[src/rtl/dm_port_arbiter_pkg.sv]
// Shared definitions for the sorter data-memory port arbiter.
package dm_port_arbiter_pkg;

   // Arbiter ownership state: free round-robin, or held by the sorter during a run.
   typedef enum logic {
      IDLE   = 1'b0,
      LOCK_A = 1'b1
   } arb_state_t;

   // Port identifiers as stored in the last-granted pointer.
   localparam logic PORT_A = 1'b0;
   localparam logic PORT_B = 1'b1;

   // Width of the debug-port stall counter.
   localparam int unsigned STALL_W = 16;

endpackage

[src/rtl/dm_port_arbiter_sat_counter.sv]
// Saturating up-counter; holds at all-ones until reset.
module sat_counter #(
   parameter int unsigned WIDTH = 16
) (
   input  logic             clk,
   input  logic             rstn,
   input  logic             inc,
   output logic [WIDTH-1:0] count
);

   // Count qualifying cycles, stopping at the maximum value.
   always_ff @(posedge clk or negedge rstn) begin
      if (!rstn) begin
         count <= '0;
      end else if (inc && (count != '1)) begin
         count <= count + 1'b1;
      end
   end

endmodule

[src/rtl/dm_port_arbiter.sv]
// Two-port arbiter in front of the single-port synchronous-read sorter memory.
// Port A is the sorting engine, port B the serial debug unit.
module dm_port_arbiter
   import dm_port_arbiter_pkg::*;
#(
   parameter int unsigned AW = 8,
   parameter int unsigned DW = 32
) (
   input  logic               clk,
   input  logic               rstn,
   input  logic               a_req,
   input  logic               a_we,
   input  logic [AW-1:0]      a_addr,
   input  logic [DW-1:0]      a_wdata,
   input  logic               a_lock,
   output logic               a_gnt,
   output logic               a_rvalid,
   output logic [DW-1:0]      a_rdata,
   input  logic               b_req,
   input  logic               b_we,
   input  logic [AW-1:0]      b_addr,
   input  logic [DW-1:0]      b_wdata,
   output logic               b_gnt,
   output logic               b_rvalid,
   output logic [DW-1:0]      b_rdata,
   output logic [AW-1:0]      mem_addr,
   output logic               mem_we,
   output logic [DW-1:0]      mem_din,
   input  logic [DW-1:0]      mem_dout,
   output logic [STALL_W-1:0] b_stall_cnt
);

   arb_state_t    state;
   arb_state_t    state_nxt;
   logic          last;
   logic [AW-1:0] addr_q;
   logic [DW-1:0] din_q;
   logic          b_stall_inc;

   // Grant decision and next ownership state from current state, pointer and requests.
   always_comb begin
      a_gnt     = 1'b0;
      b_gnt     = 1'b0;
      state_nxt = state;
      case (state)
         IDLE: begin
            if (a_req && b_req) begin
               if (last == PORT_A) begin
                  b_gnt = 1'b1;
               end else begin
                  a_gnt = 1'b1;
               end
            end else begin
               a_gnt = a_req;
               b_gnt = b_req;
            end
            if (a_gnt && a_lock) begin
               state_nxt = LOCK_A;
            end
         end
         LOCK_A: begin
            // Lock release only changes ownership from the next cycle on.
            a_gnt = a_req;
            if (!a_lock) begin
               state_nxt = IDLE;
            end
         end
         default: begin
            state_nxt = IDLE;
         end
      endcase
   end

   // Steer the granted port onto the memory; address and data hold when idle.
   always_comb begin
      mem_addr = addr_q;
      mem_din  = din_q;
      mem_we   = 1'b0;
      if (a_gnt) begin
         mem_addr = a_addr;
         mem_din  = a_wdata;
         mem_we   = a_we;
      end else if (b_gnt) begin
         mem_addr = b_addr;
         mem_din  = b_wdata;
         mem_we   = b_we;
      end
   end

   // Ownership state, last-granted pointer, held memory fields and read-return flags.
   always_ff @(posedge clk or negedge rstn) begin
      if (!rstn) begin
         state    <= IDLE;
         last     <= PORT_B;
         addr_q   <= '0;
         din_q    <= '0;
         a_rvalid <= 1'b0;
         b_rvalid <= 1'b0;
      end else begin
         state    <= state_nxt;
         addr_q   <= mem_addr;
         din_q    <= mem_din;
         a_rvalid <= a_gnt && !a_we;
         b_rvalid <= b_gnt && !b_we;
         if (a_gnt) begin
            last <= PORT_A;
         end else if (b_gnt) begin
            last <= PORT_B;
         end
      end
   end

   // Read data is only driven while the matching valid is high.
   always_comb begin
      a_rdata = a_rvalid ? mem_dout : '0;
      b_rdata = b_rvalid ? mem_dout : '0;
   end

   assign b_stall_inc = b_req && !b_gnt;

   sat_counter #(
      .WIDTH(STALL_W)
   ) u_stall_cnt (
      .clk   (clk),
      .rstn  (rstn),
      .inc   (b_stall_inc),
      .count (b_stall_cnt)
   );

endmodule

[config.mk]
export PLATFORM = sky130hd
export DESIGN_NAME = dm_port_arbiter
export DESIGN_NICKNAME = d
export VERILOG_FILES = /design/src/rtl/dm_port_arbiter_pkg.sv /design/src/rtl/dm_port_arbiter_sat_counter.sv /design/src/rtl/dm_port_arbiter.sv
export SDC_FILE = /design/constraint.sdc
export NUM_CORES = 1
export LEC_CHECK = 0
export ABC_AREA = 1
export CAP_MARGIN = 20
export CELL_PAD_IN_SITES_DETAIL_PLACEMENT = 2
export CELL_PAD_IN_SITES_GLOBAL_PLACEMENT = 2
export CORE_ASPECT_RATIO = 0.5
export CORE_MARGIN = 4
export CORE_UTILIZATION = 18
export DETAILED_ROUTE_END_ITERATION = 12
export PLACE_DENSITY_LB_ADDON = 0.15
export SETUP_SLACK_MARGIN = 0.02
export SLEW_MARGIN = 20
export SYNTH_ARGS = -nofsm -noshare
export SYNTH_HDL_FRONTEND = slang
export SYNTH_SLANG_ARGS = --single-unit
[constraint.sdc]
create_clock -name clk -period 3.9 [get_ports clk]
set_input_delay 0.78 -clock clk [delete_from_list [all_inputs] [get_ports clk]]
set_output_delay 0.78 -clock clk [all_outputs]
set_load 0.1 [all_outputs]
==> summary.txt <==
Place
  – Post-DP Area: 6447 um^2
  – HPWL after DPL: 13.85 mm
  – Port Buffers: 243
  – Post-Place Worst Slack: 0.5082 ns
  – Placed insts: 1001
  – Final Wtd Congestion: 0.7312

Finish
  – P&R area growth vs syn: 93.56%
  – Antenna cells: 0
  – Share of cells above drive strength 1: 0.1979
  – Net count, final: 873
  – Fillers: 2173
  – Cell area after layout: 6766 um^2
  – Final non-filler cell total: 1017

Worst setup path
  – Crit Path Category: primary input to output port
  – CP Max Fanout: 24
  – Crit path DAT: 2.60 ns
  – Worst Setup Start Kind: primary input
  – WP data required: 3.12 ns
  – Critical Path Sink Type: output port

Die
  – DIE AREA: 21850 um^2
  – Chip height: 106.5 um
  – Core Box Area: 18740 um^2
  – Starting Density: 0.1865
  – Top Ports: 244
  – Die span in x: 205.1 um
  – Row count: 35

Timing
  – Tmin final: 3.382 ns
  – Count of final hold-check violations: 0
  – Clock Skew: 0.009545 ns
  – Worst-Margin Slew: 0.9887 ns
  – Final setup viols: 0
  – Total negative slack: 0 ns
  – Slew HR: 0.3388
  – Max Clock Freq: 295.7 MHz
  – Slew Viols, Final: 0
  – Fin crit share: 0.8671
  – RSZ-0062 raised after global routing: no
  – Setup ws final: 0.5184 ns

GRT
  – Gr usage total: 0.1559
  – Met1 capacity usage during global routing: 0.1732
  – Global-route wire length before repair: 26.60 mm
  – Initial antenna violation count: 1
  – Grt ovf: 0
  – Vias in the first global route: 4660
  – M3 GR Usage: 0.04694
  – GR peak layer: met2
  – Largest net degree at the start of global routing: 34
  – Met2 usage: 0.2976

Min path
  – Worst hold-check path type: register to register

CTS
  – H-tree levels: 3
  – Sink Count: 60
  – Inserted Clock Buffers: 9
  – Clock root buffer: clkbuf_16
  – Post-CTS Resized: 0
  – Post-CTS setup buffers: 0
  – CTS Buffer Depth: 2
  – CTS tree: yes
  – Clock transition at path regs: 0.06 ns
  – Hold buffer count at cts: 0
  – Clock latency on the worst-skew pair: 0.33 ns

Detailed routing
  – Via-to-Cell Ratio: 4.135
  – Drt wl/cell: 17.21 um
  – Drt first pass iters: 4
  – DRC Markers: 0
  – Post-route ant nets: 0
  – Initial drt markers: 118
  – Vias: 4205
  – Total routed wirelength: 17.51 mm

Power and ir drop
  – PwrDens: 501.5 nW/um^2
  – Sequential Power Share: 0.227
  – Sw frac: 0.4638
  – Static Leak: 0.003453 uW
  – Power Total: 3393 uW
  – P_int: 1819 uW
  – Switching power: 1574 uW
  – Maximum vdd drop: 0.4669 mV
  – Clk network pwr share: 0.256
  – Logic pwr share: 0.517

Job
  – Max Cap Violations: 0

Outcome
  – Outcome: complete, no violations

Synth
  – Library cells used by synthesis: 23
  – Yosys reg bits: 60
  – Post-Syn Instances: 512
  – Register area share after synthesis: 0.4298
  – Syn nets: 632
  – Synth area leaders: dfrtp_1, nand2_1, inv_1, o21ai_0, nor2_1
  – Yosys top cell area share: 0.4223
  – Post-synth top area cell: dfrtp_1
  – Synth Cell Area: 3496 um^2
  – Syn Area/Cell: 6.828 um^2
  – Ys Warns: 0
[critical path, stage by stage]
cell and delay [ns]:
clkdlybuf4s50_1 0.50, inv_2 0.07, nor2_4 0.11, nand2_2 0.06
nand2_2 0.07, buf_4 0.28, o21ai_0 0.16, o21ai_1 0.31
buf_12 0.22
[power groups by stage]
| stage | logic [uW] | clock network, uW | registers [uW] |
|---|---|---|---|
| 2_1_floorplan | 975 | 0 | 916 |
| 3_3_place_gp | 1760 | 0 | 777 |
| 3_5_place_dp | 1770 | 0 | 780 |
| 4_1_cts | 1780 | 897 | 771 |
| 5_1_grt | 1830 | 933 | 782 |
| 6_report | 1760 | 869 | 769 |
[per-stage QoR]
stage	hold slack [ns]	util
CTS	0.5580	0.3609
detailed placement	0.5399	0.3440
finish	0.5502	0.3610
global placement	0.5263	0.3440
global route	0.6003	0.3610
floorplan	0.4844	-
[cell type report]
class / instances / area [um^2] / area share
flip-flops and latches: 60 / 1504 / 0.2223
clock inverters: 5 / 75.07 / 0.01109
inverters: 83 / 311.5 / 0.04604
multi-input cells: 345 / 1521 / 0.2249
well taps: 259 / 324.1 / 0.04789
repair buffers: 254 / 2788 / 0.4120
clock buffers: 11 / 242.7 / 0.03587
[cells in the mapped netlist, drive strengths merged]
| master | count |
|---|---|
| a21oi | 3 |
| buf | 14 |
| clkbuf | 10 |
| dfrtp | 59 |
| dfstp | 1 |
| ha | 1 |
| inv | 83 |
| nand2 | 174 |
| nand3 | 7 |
| nand3b | 3 |
| nand4 | 5 |
| nor2 | 60 |
| o21ai | 86 |
| xnor2 | 6 |
[cell families (layout without fill, tap and decap cells)]
group	Yosys count	in the layout	synth area share
AND/OR/NAND/NOR	249	249	0.2838
buffers and inverters	107	353	0.1360
AO/OA/AOI/OAI	89	89	0.1317
flip-flops	60	60	0.4299
XOR/XNOR	6	6	0.01503
adder cells (fa/ha/maj)	1	1	0.003579
[routing by layer]
layer	part of all wire	vias up
met5	0.00040	-
met4	0.0095	2
met3	0.066	12
met2	0.53	104
met1	0.40	2057
li1	-	2030
[final timing paths]
| check | from | end | slack (ns) | depth (start not counted) |
|---|---|---|---|---|
| worst max register to register | u_stall_cnt.count[1] | u_stall_cnt.count[4] | 1.94 | 8 |
| worst min-delay path | u_stall_cnt.count[15] | u_stall_cnt.count[15] | 0.55 | 2 |
| min in group asynchronous | rstn | din_q[21] | 0.56 | 1 |
| worst max-delay path | b_req | mem_din[0] | 0.52 | 9 |
| max in group asynchronous | rstn | last | 2.55 | 2 |
| worst min register to register | u_stall_cnt.count[15] | u_stall_cnt.count[15] | 0.55 | 2 |
[layout by cell type (no fill, tap or decap), drive strengths merged]
master | netlist | final
dfstp | 1 | 1
nand3 | 7 | 7
o21ai | 86 | 86
clkinv | 0 | 3
clkbuf | 10 | 11
a21oi | 3 | 3
nand4 | 5 | 5
inv | 83 | 83
ha | 1 | 1
nor2 | 60 | 60
buf | 14 | 121
nand2 | 174 | 174
nand3b | 3 | 3
dfrtp | 59 | 59
xnor2 | 6 | 6
bufinv | 0 | 2
clkdlybuf4s50 | 0 | 133
[flip-flops by register name, summed over array words and instances (netlist names)]
name,count
u_stall_cnt.count,16
din_q,32
addr_q,8
b_rvalid,1
a_rvalid,1
state,1
last,1
(Power assumes the default switching activity.)
